File: config.mk
export PLATFORM = sky130hd
export DESIGN_NAME = ibex_rvfi_trace_packer
export DESIGN_NICKNAME = d
export VERILOG_FILES = /design/src/rtl/ibex_rvfi_trace_packer.sv
export SDC_FILE = /design/constraint.sdc
export NUM_CORES = 1
export LEC_CHECK = 0
export CAP_MARGIN = 20
export CORE_ASPECT_RATIO = 1.75
export CORE_MARGIN = 4
export CORE_UTILIZATION = 30
export DETAILED_ROUTE_END_ITERATION = 7
export SYNTH_ARGS = -nofsm -noshare
export SYNTH_HDL_FRONTEND = slang
export SYNTH_SLANG_ARGS = --single-unit
File: constraint.sdc
create_clock -name clk_i -period 12.6 [get_ports clk_i]
set_input_delay 1.89 -clock clk_i [delete_from_list [all_inputs] [get_ports clk_i]]
set_output_delay 1.89 -clock clk_i [all_outputs]
set_load 0.02 [all_outputs]
File: src/rtl/ibex_rvfi_trace_packer.sv
// RVFI trace packer: buffers retired instructions in a packet FIFO and serialises each as a
// 32-bit valid/ready word stream. Define RVFI_PACK_MEM_EN to append MADDR/MDATA words to memory packets.
module ibex_rvfi_trace_packer #(
    parameter int FifoDepth = 4,
    parameter int DropCntW  = 16
) (
    input  logic                clk_i,
    input  logic                rst_i,
    input  logic                enable_i,
    input  logic                rvfi_valid,
    input  logic                rvfi_trap,
    input  logic                rvfi_halt,
    input  logic                rvfi_intr,
    input  logic [1:0]          rvfi_mode,
    input  logic [4:0]          rvfi_rd_addr,
    input  logic [31:0]         rvfi_rd_wdata,
    input  logic [31:0]         rvfi_pc_rdata,
    input  logic [31:0]         rvfi_insn,
    input  logic [31:0]         rvfi_mem_addr,
    input  logic [3:0]          rvfi_mem_rmask,
    input  logic [3:0]          rvfi_mem_wmask,
    input  logic [31:0]         rvfi_mem_rdata,
    input  logic [31:0]         rvfi_mem_wdata,
    output logic                tx_valid_o,
    input  logic                tx_ready_i,
    output logic [31:0]         tx_data_o,
    output logic                tx_last_o,
    output logic                fifo_full_o,
    output logic [DropCntW-1:0] drop_cnt_o
);

    localparam int PtrW = $clog2(FifoDepth);
    localparam logic [PtrW:0] DepthCnt = (PtrW + 1)'(FifoDepth);

    typedef enum logic [2:0] {IDLE, HDR, PC, INSN, WDATA, MADDR, MDATA} state_e;

    state_e state, state_next;

    logic [PtrW:0]   wr_ptr, rd_ptr, wr_next, rd_next;
    logic [PtrW-1:0] wr_idx, rd_idx;
    logic            ovf_pend;
    logic            capture, push, pop, drop, fifo_nonempty_next;

    // meta = {ovf, trap, halt, intr, mode[1:0], rd[4:0], rmask[3:0], wmask[3:0]}
    logic [18:0] meta_q  [FifoDepth];
    logic [31:0] pc_q    [FifoDepth];
    logic [31:0] insn_q  [FifoDepth];
    logic [31:0] wdata_q [FifoDepth];
`ifdef RVFI_PACK_MEM_EN
    logic [31:0] maddr_q [FifoDepth];
    logic [31:0] mdata_q [FifoDepth];
`else
    logic unused_mem;
    assign unused_mem = ^{rvfi_mem_addr, rvfi_mem_rdata, rvfi_mem_wdata};
`endif

    logic [18:0] head_meta;
    logic        head_mem, head_long;
    logic [3:0]  head_cnt;
    logic [31:0] header;

    assign wr_idx = wr_ptr[PtrW-1:0];
    assign rd_idx = rd_ptr[PtrW-1:0];

    assign head_meta = meta_q[rd_idx];
    assign head_mem  = |(head_meta[7:4] | head_meta[3:0]);
`ifdef RVFI_PACK_MEM_EN
    assign head_long = head_mem;
`else
    assign head_long = 1'b0;
`endif
    assign head_cnt  = head_long ? 4'd6 : 4'd4;
    assign header    = {8'hA5, head_meta[18:8], head_mem, head_meta[7:0], head_cnt};

    // A full FIFO may still accept a retire when its head packet leaves on the same edge.
    always_comb begin
        capture            = rvfi_valid & enable_i;
        pop                = tx_valid_o & tx_ready_i & tx_last_o;
        push               = capture & (~fifo_full_o | pop);
        drop               = capture & ~push;
        wr_next            = wr_ptr + (PtrW + 1)'(push);
        rd_next            = rd_ptr + (PtrW + 1)'(pop);
        fifo_nonempty_next = (wr_next != rd_next);
    end

    always_ff @(posedge clk_i) begin
        if (rst_i) begin
            wr_ptr      <= '0;
            rd_ptr      <= '0;
            fifo_full_o <= 1'b0;
            drop_cnt_o  <= '0;
            ovf_pend    <= 1'b0;
            state       <= IDLE;
        end else begin
            wr_ptr      <= wr_next;
            rd_ptr      <= rd_next;
            fifo_full_o <= ((wr_next - rd_next) == DepthCnt);
            state       <= state_next;
            if (push) begin
                ovf_pend <= 1'b0;
            end else if (drop) begin
                ovf_pend <= 1'b1;
            end
            if (drop && (drop_cnt_o != '1)) begin
                drop_cnt_o <= drop_cnt_o + DropCntW'(1);
            end
        end
    end

    always_ff @(posedge clk_i) begin
        if (push) begin
            meta_q[wr_idx]  <= {ovf_pend, rvfi_trap, rvfi_halt, rvfi_intr, rvfi_mode,
                                rvfi_rd_addr, rvfi_mem_rmask, rvfi_mem_wmask};
            pc_q[wr_idx]    <= rvfi_pc_rdata;
            insn_q[wr_idx]  <= rvfi_insn;
            wdata_q[wr_idx] <= rvfi_rd_wdata;
`ifdef RVFI_PACK_MEM_EN
            maddr_q[wr_idx] <= rvfi_mem_addr;
            mdata_q[wr_idx] <= (rvfi_mem_wmask != 4'd0) ? rvfi_mem_wdata : rvfi_mem_rdata;
`endif
        end
    end

    // IDLE looks at next-cycle occupancy so a retire into an empty FIFO shows its header one cycle later.
    always_comb begin
        state_next = state;
        tx_valid_o = 1'b0;
        tx_data_o  = 32'h0;
        tx_last_o  = 1'b0;
        unique case (state)
            IDLE: begin
                if (fifo_nonempty_next) state_next = HDR;
            end
            HDR: begin
                tx_valid_o = 1'b1;
                tx_data_o  = header;
                if (tx_ready_i) state_next = PC;
            end
            PC: begin
                tx_valid_o = 1'b1;
                tx_data_o  = pc_q[rd_idx];
                if (tx_ready_i) state_next = INSN;
            end
            INSN: begin
                tx_valid_o = 1'b1;
                tx_data_o  = insn_q[rd_idx];
                if (tx_ready_i) state_next = WDATA;
            end
            WDATA: begin
                tx_valid_o = 1'b1;
                tx_data_o  = wdata_q[rd_idx];
                tx_last_o  = ~head_long;
                if (tx_ready_i) begin
                    if (head_long) state_next = MADDR;
                    else           state_next = fifo_nonempty_next ? HDR : IDLE;
                end
            end
            MADDR: begin
                tx_valid_o = 1'b1;
`ifdef RVFI_PACK_MEM_EN
                tx_data_o  = maddr_q[rd_idx];
`endif
                if (tx_ready_i) state_next = MDATA;
            end
            MDATA: begin
                tx_valid_o = 1'b1;
`ifdef RVFI_PACK_MEM_EN
                tx_data_o  = mdata_q[rd_idx];
`endif
                tx_last_o  = 1'b1;
                if (tx_ready_i) state_next = fifo_nonempty_next ? HDR : IDLE;
            end
            default: state_next = IDLE;
        endcase
    end

endmodule

==> results of run 1 <==
[layout make-up]
| type | instances | area (µm²) |
|---|---|---|
| fillers | 5813 | 39390 |
| repair buffers | 189 | 1854 |
| inverters | 6 | 22.52 |
| clock inverters | 20 | 255.2 |
| flip-flops and latches | 487 | 14360 |
| multi-input cells | 393 | 4262 |
| diodes | 4 | 10.01 |
| well taps | 799 | 999.7 |
| clock buffers | 59 | 1221 |
[path summary, 6_finish.rpt]
| path | start | end | depth (start not counted) |
|---|---|---|---|
| setup / recovery | rd_ptr[0] | tx_data_o[12] | 6 |
| hold / removal | drop_cnt_o[7] | drop_cnt_o[7] | 2 |
| setup reg to reg | state[2] | wdata_q[2][15] | 6 |
| hold reg to reg | drop_cnt_o[7] | drop_cnt_o[7] | 2 |
[metrics by stage]
step,util,instance area [µm²],hold slack [ns],instances,total power (W)
after detailed placement,0.3446,21490,0.5075,1873,0.002078
after CTS,0.3682,22970,0.5160,1952,0.003475
after global routing,0.3684,22980,0.5492,1955,0.003553
after floorplan,-,18910,0.4609,942,0.001954
after global placement,0.3446,21490,0.4914,1873,0.002072
final,0.3685,22990,0.5144,1957,0.003422
[metal layers]
layer,up-vias,global-route usage,wire length (µm)
met3,67,0.03218,2833
met5,-,0,13
li1,4293,-,-
met1,4999,0.1501,16420
met2,259,0.2323,23280
met4,2,0.04407,1279
[cell families (layout without fill, tap and decap cells)]
family	after synthesis	in the layout
other cells	0	4
simple gates	108	108
xor+xnor	4	4
mux	142	142
compound gates	132	132
buf+inv	62	274
flops	487	487
fa+ha+maj	7	7
[registers in the layout, summed over array words and instances (netlist names)]
name and count:
drop_cnt_o 16, fifo_full_o 1, insn_q 128, meta_q 76
ovf_pend 1, pc_q 128, rd_ptr 3, state 3
wdata_q 128, wr_ptr 3
[worst max-delay path, delay by kind of cell, from the launching register on]
kind	cells	cell delay, ns
AO/OA/AOI/OAI	2	0.52
buffers and inverters	2	1.08
flip-flops	1	0.88
multiplexers	1	0.79
AND/OR/NAND/NOR	1	0.24
[cell usage in the layout, fill, tap and decap left out, types with 8 or more instances in the layout]
cell               n
dfxtp_1           25
edfxtp_1         460
mux4_2            83
mux2i_1           42
buf_4             18
nor4_1             8
o22ai_1            9
a221o_1            8
a21oi_1           22
clkdlybuf4s50_1  169
o31ai_1           10
clkbuf_16         47
nand2_1           20
o21ai_0           17
a22oi_1           23
clkbuf_1          12
mux2_2            13
nor2b_1           15
a221oi_1          18
nor2_1            23
[power breakdown]
part / internal, W / switching, W / total (W)
registers: 0.00181 / 0.0000102 / 0.00182
logic: 0.0000998 / 0.000124 / 0.000224
clock network: 0.000805 / 0.000578 / 0.00138
total: 0.00271 / 0.000712 / 0.00342
[cell usage after synthesis, types with 2 or more instances]
cell | instances | area, µm²
buf_6 | 5 | 56.30
a221oi_1 | 18 | 157.7
o22ai_1 | 9 | 56.30
mux2_2 | 13 | 146.4
buf_4 | 7 | 52.55
mux4_1 | 4 | 105.1
nor3_1 | 4 | 20.02
clkbuf_1 | 25 | 93.84
or3b_2 | 2 | 17.52
nand3_1 | 4 | 20.02
edfxtp_1 | 460 | 13810
nand2_1 | 20 | 75.07
mux2i_1 | 42 | 420.4
and4_1 | 2 | 17.52
o221ai_1 | 4 | 35.03
xnor2_1 | 3 | 26.28
and3_1 | 3 | 18.77
a21o_1 | 4 | 30.03
mux4_2 | 83 | 1869
nand4_1 | 4 | 25.02
buf_2 | 13 | 65.06
nor4_1 | 8 | 50.05
nor2_1 | 24 | 90.09
nor4_2 | 2 | 25.02
and3b_1 | 2 | 17.52
or4_1 | 7 | 52.55
a22o_1 | 3 | 26.28
nor2b_1 | 16 | 100.1
o31ai_1 | 10 | 75.07
a31oi_1 | 3 | 18.77
a22oi_1 | 23 | 172.7
a21oi_1 | 22 | 110.1
a221o_1 | 8 | 80.08
inv_1 | 5 | 18.77
dfxtp_1 | 27 | 540.5
ha_1 | 7 | 87.58
o22a_1 | 7 | 61.31
buf_1 | 5 | 18.77
o21ai_0 | 17 | 85.08
==> results_dict.tcl, run 1 <==
set metrics [dict create \
    port-buffer-count 169 \
    clkTransAtPathRegs_ns 0.06 \
    combinational_family_with_the_most_area_after_synthesis "multiplexers" \
    grt_setup_unrepaired "no" \
    synth_simple_gate_area_share 0.03315 \
    cts_buffers 45 \
    min_path_type "flop to flop" \
    hpwlAfterDp_mm 27.16 \
    worst_setup_path_start_kind "flop" \
    ctsHtreeMaxLevel 2 \
    setup_viol 0 \
    place_ws_ns 6.535 \
    syn_nets 1164 \
    clock_path_buffers 3 \
    irDropWorstVdd_v 0.0001304 \
    grt_antenna_before_repair 6 \
    initial_utilization 0.3032 \
    detail_route.vias_per_cell 4.916 \
    slew_margin_rel 0.3438 \
    cpPeakStageDelay_ns 0.88 \
    finish.net_count 1344 \
    synth.area.mux_share 0.1344 \
    synthesis.instances 942 \
    gpl_wtd_cong 0.7518 \
    synth_fa_ha_area_frac 0.004632 \
    grt_remaining_overflow 0 \
    timing.reg2reg.setup_slack_ns 8.53 \
    final.setup.worst_slack_ns 6.366 \
    finalCriticalPeriod_ns 6.234 \
    synth_top_flop_cell "edfxtp_1" \
    detail-route-antenna-nets 0 \
    grt_first_pass_wirelength_mm 65.76 \
    maximum_fanout_along_the_worst_path 94 \
    cpMaxStageDelayCell "dfxtp_4" \
    synth-edff-count 460 \
    pin_count 266 \
    timing.fmax_mhz 160.4 \
    async_sr_flop_fraction 0 \
    via_count_of_the_first_global_routing_pass 10370 \
    core_area_mm2 0.06237 \
    totalWireLength_mm 43.82 \
    design.die.area_mm2 0.06727 \
    finalHoldViolations 0 \
    synth_area_mm2 0.01891 \
    overall_via_count_from_detail_route 9620 \
    cellPowerDensity_mw_per_mm2 148.9 \
    synth-seq-area-share 0.7591 \
    dr.first_iter.drc_count 402 \
    synth-compound-area-share 0.04976 \
    clock_tree_from_tritoncts "done" \
    grt.total_usage 0.1296 \
    run_status "complete, no violations" \
    ratio_of_cells_with_drive_above_1_in_the_final_layout 0.1690 \
    postCtsSetupBuffers 0 \
    grt_start_max_net_pins 95 \
    routed_wire_length_per_instance_um 22.39 \
    synth_xor_area_frac 0.001853 \
    number_of_sinks_driven_by_the_clock_tree 487 \
    timing.setup.critical_path_class "flop to primary output" \
    number_of_distinct_library_cell_variants_in_the_gate_level_netlist_after_synthesis 56 \
    synth.ff_latch_count 487 \
    dieWidth_um 197.8 \
    critical_path_required_ns 10.71 \
    critical_path_arrival_ns 4.34 \
    worstPathCellList "buf_12 > mux4_1 > nor4_1 > a21boi_0 > a221o_1 > clkdlybuf4s50_1" \
    sort_of_element_at_the_end_of_the_critical_path "primary output" \
    worst_clock_skew_ns 0.02293 \
    floorplan.rows 121 \
    p_leak_nw 6.994 \
    drt_drc_violations_left 0 \
    worst_slew_pin_slew_ns 0.9819 \
    cap_viol_max_count 0 \
    layout-area-overhead-vs-synth_pct 21.56 \
    dieHeight_um 340.1 \
    post_route_clock_period_utilization 0.4948 \
    clock_latency_ns 0.58 \
    cts-hold-fix-buffers 0 \
    dr.pass1.iters 4 \
    setup_tns_after_final_layout_ns 0 \
    avgSynthCellArea_um2 20.07 \
    cts-resized-gates 0 \
    cts_root_buf "clkbuf_16" \
    final-max-slew-violation-count 0 \
    yosys_warnings 0 \
]
(Power assumes the default switching activity.)
==> run 2, diff against run 1 <==
==> constraint.sdc (replaced) <==
create_clock -name clk_i -period 5.7 [get_ports clk_i]
set_input_delay 0.855 -clock clk_i [delete_from_list [all_inputs] [get_ports clk_i]]
set_output_delay 0.855 -clock clk_i [all_outputs]
set_load 0.02 [all_outputs]
==> results_dict.tcl, run 2 (synthesis gave the netlist of run 1 again) <==
set metrics [dict create \
    critical_path_arrival_ns 3.68 \
    port-buffer-count 169 \
    initial_utilization 0.3032 \
    worst_slew_pin_slew_ns 1.030 \
    grt.total_usage 0.1308 \
    grt_start_max_net_pins 82 \
    dr.first_iter.drc_count 395 \
    drt_drc_violations_left 0 \
    critical_path_required_ns 4.85 \
    gpl_wtd_cong 0.7224 \
    dr.pass1.iters 4 \
    totalWireLength_mm 44.56 \
    post-route-util 0.3710 \
    maximum_fanout_along_the_worst_path 66 \
    finalCriticalPeriod_ns 4.531 \
    sort_of_element_at_the_end_of_the_critical_path "primary output" \
    routed_wire_length_per_instance_um 22.61 \
    pin_count 266 \
    setup_tns_after_final_layout_ns 0 \
    clkTransAtPathRegs_ns 0.07 \
    slew_margin_rel 0.3077 \
    grt_antenna_before_repair 12 \
    run_status "complete, no violations" \
    timing.hold.ws_ns 0.5182 \
    post_route_clock_period_utilization 0.7949 \
    timing.fmax_mhz 220.7 \
    worst_setup_path_start_kind "flop" \
    min_path_type "flop to flop" \
    layout_common_cells "460 x edfxtp_1, 169 x clkdlybuf4s50_1, 83 x mux4_2, 49 x clkbuf_16, 42 x mux2i_1" \
    final-max-slew-violation-count 0 \
    worst_clock_skew_ns 0.01678 \
    finish.net_count 1350 \
    cts_buffers 48 \
    layout_top_registers "insn_q: 128 flops, pc_q: 128 flops, wdata_q: 128 flops" \
    core_area_mm2 0.06237 \
    via_count_of_the_first_global_routing_pass 10245 \
    reg2regPathDepth 4 \
    design.die.area_mm2 0.06727 \
    ctsHtreeMaxLevel 2 \
    layout-area-overhead-vs-synth_pct 22.39 \
    layout.cells.most_common "edfxtp_1" \
    cts-resized-gates 0 \
    cts-hold-fix-buffers 0 \
    p_leak_nw 7.050 \
    hold-path-cell-count 2 \
    timing.setup.critical_path_class "flop to primary output" \
    irDropWorstVdd_v 0.0002497 \
    ratio_of_cells_with_drive_above_1_in_the_final_layout 0.1750 \
    detail_route.vias_per_cell 4.868 \
    dieHeight_um 340.1 \
    grt_first_pass_wirelength_mm 65.91 \
    cts_root_buf "clkbuf_16" \
    number_of_sinks_driven_by_the_clock_tree 487 \
    cellPowerDensity_mw_per_mm2 328.8 \
    grt_remaining_overflow 0 \
    grt_setup_unrepaired "no" \
    floorplan.rows 121 \
    clock_tree_from_tritoncts "done" \
    finalHoldViolations 0 \
    clock_path_buffers 3 \
    hpwlAfterDp_mm 27.58 \
    overall_via_count_from_detail_route 9595 \
    cap_viol_max_count 0 \
    clock_latency_ns 0.58 \
    setup_viol 0 \
    postCtsSetupBuffers 0 \
    dieWidth_um 197.8 \
    detail-route-antenna-nets 0 \
]
## run 2: cell types whose count changed in the layout (fill, tap and decap cells not counted), sizes merged
cell,before,now
diode,4,6
clkinv,13,17
clkinvlp,1,3
bufinv,6,4
inv,6,10
buf,19,23
## run 2: per-stage QoR
step                area (µm²)  setup slack, ns  instances  total power [W]
global placement         21570            1.671       1876         0.004583
detailed placement       21600            1.645       1877         0.004596
CTS                      23130           0.9937       1965         0.007733
floorplan                18920           0.6037        942         0.004311
finish                   23140            1.169       1971         0.007611
global route             23140           0.8951       1968         0.007905
## run 2: critical path: stages (launching register included)
cell             delay, ns
dfxtp_4               0.86
buf_12                0.47
mux4_2                0.57
mux2_2                0.28
a221o_1               0.34
clkdlybuf4s50_1       0.55
## run 2: area by class of cell
cell class                      count  area, µm²
Fill cell                        5785      39230
Sequential cell                   487      14360
Multi-Input combinational cell    393       4268
Timing Repair Buffer              192       1947
Clock buffer                       60       1267
Tap cell                          799      999.7
Clock inverter                     28      262.8
Inverter                            6      22.52
Antenna cell                        6      15.01
## run 2: power breakdown
group	switching [W]	internal, W	total [W]	leakage, nW
clock network	0.00133	0.00177	0.00310	0.743
registers	0.0000210	0.00399	0.00401	4.40
logic	0.000273	0.000224	0.000497	1.91
## run 2: final timing paths
path / startpoint / slack (ns) / to
hold reg to reg: drop_cnt_o[7] / 0.52 / drop_cnt_o[7]
setup reg to reg: state[2] / 2.69 / wdata_q[3][6]
setup / recovery: rd_ptr[0] / 1.17 / tx_data_o[12]
hold / removal: drop_cnt_o[7] / 0.52 / drop_cnt_o[7]
## run 2: layer usage
layer  vias up  part of all wire  GRT usage
li1       4330                 -          -
met1      4963              0.38     0.1511
met2       223              0.53     0.2323
met3        67             0.062    0.03753
met4        12             0.025    0.04206
met5         -            0.0018          0
==> run 3, diff against run 2 <==
==> constraint.sdc (replaced) <==
create_clock -name clk_i -period 4.7 [get_ports clk_i]
set_input_delay 0.705 -clock clk_i [delete_from_list [all_inputs] [get_ports clk_i]]
set_output_delay 0.705 -clock clk_i [all_outputs]
set_load 0.02 [all_outputs]
==> results_dict.tcl, run 3 (synthesis gave the netlist of run 1 again) <==
set metrics [dict create \
    finalCriticalPeriod_ns 4.130 \
    timing.fmax_mhz 242.1 \
    detail_route.vias_per_cell 4.930 \
    area_of_combinational_cells_with_multiple_inputs_mm2 0.004272 \
    cts-hold-fix-buffers 0 \
    core_area_mm2 0.06237 \
    sort_of_element_at_the_end_of_the_critical_path "primary output" \
    grt_start_max_net_pins 80 \
    worst_clock_skew_ns 0.03026 \
    critical_path_required_ns 3.99 \
    layout_top_registers "insn_q: 128 flops, pc_q: 128 flops, wdata_q: 128 flops" \
    drt_drc_violations_left 0 \
    initial_utilization 0.3032 \
    cap_viol_max_count 0 \
    detail-route-antenna-nets 0 \
    timing.hold.ws_ns 0.5238 \
    ratio_of_cells_with_drive_above_1_in_the_final_layout 0.1764 \
    grt_first_pass_wirelength_mm 66.16 \
    timing.setup.critical_path_class "flop to primary output" \
    floorplan.rows 121 \
    endpoint "tx_data_o[18]" \
    setup_viol 0 \
    worst_slew_pin_slew_ns 0.7337 \
    layout-area-overhead-vs-synth_pct 22.52 \
    pin_count 266 \
    cts_buffers 46 \
    grt_antenna_before_repair 6 \
    min_path_type "flop to flop" \
    clock_path_buffers 3 \
    grt.total_usage 0.1313 \
    postCtsSetupBuffers 0 \
    layout.cells.most_common "edfxtp_1" \
    worst_setup_startpoint "state[2]" \
    timing.reg2reg.setup_slack_ns 2.19 \
    ff_latch_area_mm2 0.01436 \
    cellPowerDensity_mw_per_mm2 395.0 \
    critical_path_arrival_ns 3.42 \
    grt_setup_unrepaired "no" \
    clock_tree_from_tritoncts "done" \
    design.die.area_mm2 0.06727 \
    filler_cell_count 5808 \
    final-max-slew-violation-count 0 \
    port-buffer-count 169 \
    regToRegEndpoint "pc_q[3][9]" \
    setup_tns_after_final_layout_ns 0 \
    maximum_fanout_along_the_worst_path 14 \
    clock_latency_ns 0.59 \
    dieHeight_um 340.1 \
    worst_setup_path_start_kind "flop" \
    gpl_wtd_cong 0.7261 \
    ctsHtreeMaxLevel 2 \
    irDropWorstVdd_v 0.0003467 \
    run_status "complete, no violations" \
    post_route_clock_period_utilization 0.8787 \
    hpwlAfterDp_mm 28.08 \
    grt_remaining_overflow 0 \
    finalHoldViolations 0 \
    routed_wire_length_per_instance_um 22.69 \
    dr.pass1.iters 4 \
    p_leak_nw 7.060 \
    dr.first_iter.drc_count 453 \
    cts-resized-gates 0 \
    hold-path-cell-count 2 \
    slew_margin_rel 0.5087 \
    reg2regPathDepth 4 \
    dieWidth_um 197.8 \
    reg2reg_from "state[0]" \
    number_of_sinks_driven_by_the_clock_tree 487 \
    finish.net_count 1356 \
    totalWireLength_mm 44.72 \
    cts_root_buf "clkbuf_16" \
    overall_via_count_from_detail_route 9717 \
    layout_common_cells "460 x edfxtp_1, 169 x clkdlybuf4s50_1, 83 x mux4_2, 46 x clkbuf_16, 42 x mux2i_1" \
    via_count_of_the_first_global_routing_pass 10415 \
    clkTransAtPathRegs_ns 0.07 \
]
run 3: metal layers:
metal  track usage  vias to the layer above  routed length (µm)
met5             0                        -                  25
met4       0.04407                        4                1206
met3       0.02931                       65                2492
met2        0.2426                      237               24530
met1        0.1479                     5068               16470
li1              -                     4343                   -
run 3: where the power goes:
group          internal (W)  total, W  switching, W
Sequential          0.00484   0.00487     0.0000259
Combinational      0.000276  0.000611      0.000335
Clock               0.00208   0.00367       0.00159
run 3: layout make-up:
| type | instances | share of cell area |
|---|---|---|
| antenna | 4 | 0.0004320 |
| inverter | 6 | 0.0009721 |
| clock inverter | 26 | 0.01199 |
| timing repair buffer | 200 | 0.08792 |
| sequential | 487 | 0.6199 |
| tap | 799 | 0.04315 |
| multi-input combinational | 393 | 0.1844 |
| clock buffer | 56 | 0.05130 |
run 3: metrics by stage:
step | worst slack (ns) | utilization | instance area (µm²) | std cells | power (W)
2_1_floorplan | 0.06088 | - | 18930 | 942 | 0.005229
3_3_place_gp | 1.088 | 0.3476 | 21680 | 1884 | 0.005566
3_5_place_dp | 1.101 | 0.3476 | 21680 | 1884 | 0.005582
4_1_cts | 0.4137 | 0.3712 | 23150 | 1966 | 0.009303
5_1_grt | 0.3420 | 0.3713 | 23160 | 1968 | 0.009491
6_report | 0.5702 | 0.3714 | 23170 | 1971 | 0.009151
run 3: how the worst min path moves through the flow:
stage / start / endpoint / slack, ns
floorplan: ovf_pend / meta_q[0][18] / 0.46
global placement: drop_cnt_o[7] / drop_cnt_o[7] / 0.50
detailed placement: rd_ptr[2] / rd_ptr[2] / 0.51
CTS: drop_cnt_o[3] / drop_cnt_o[3] / 0.53
global route: rd_ptr[2] / rd_ptr[2] / 0.55
finish: drop_cnt_o[3] / drop_cnt_o[3] / 0.52
run 3: critical path, cell delays in order, from the launching register on:
cell and delay (ns):
dfxtp_1 0.31, and2b_1 0.60, nor2b_2 0.73, buf_4 0.33, a22oi_1 0.14, nand2_1 0.11, clkdlybuf4s50_1 0.62
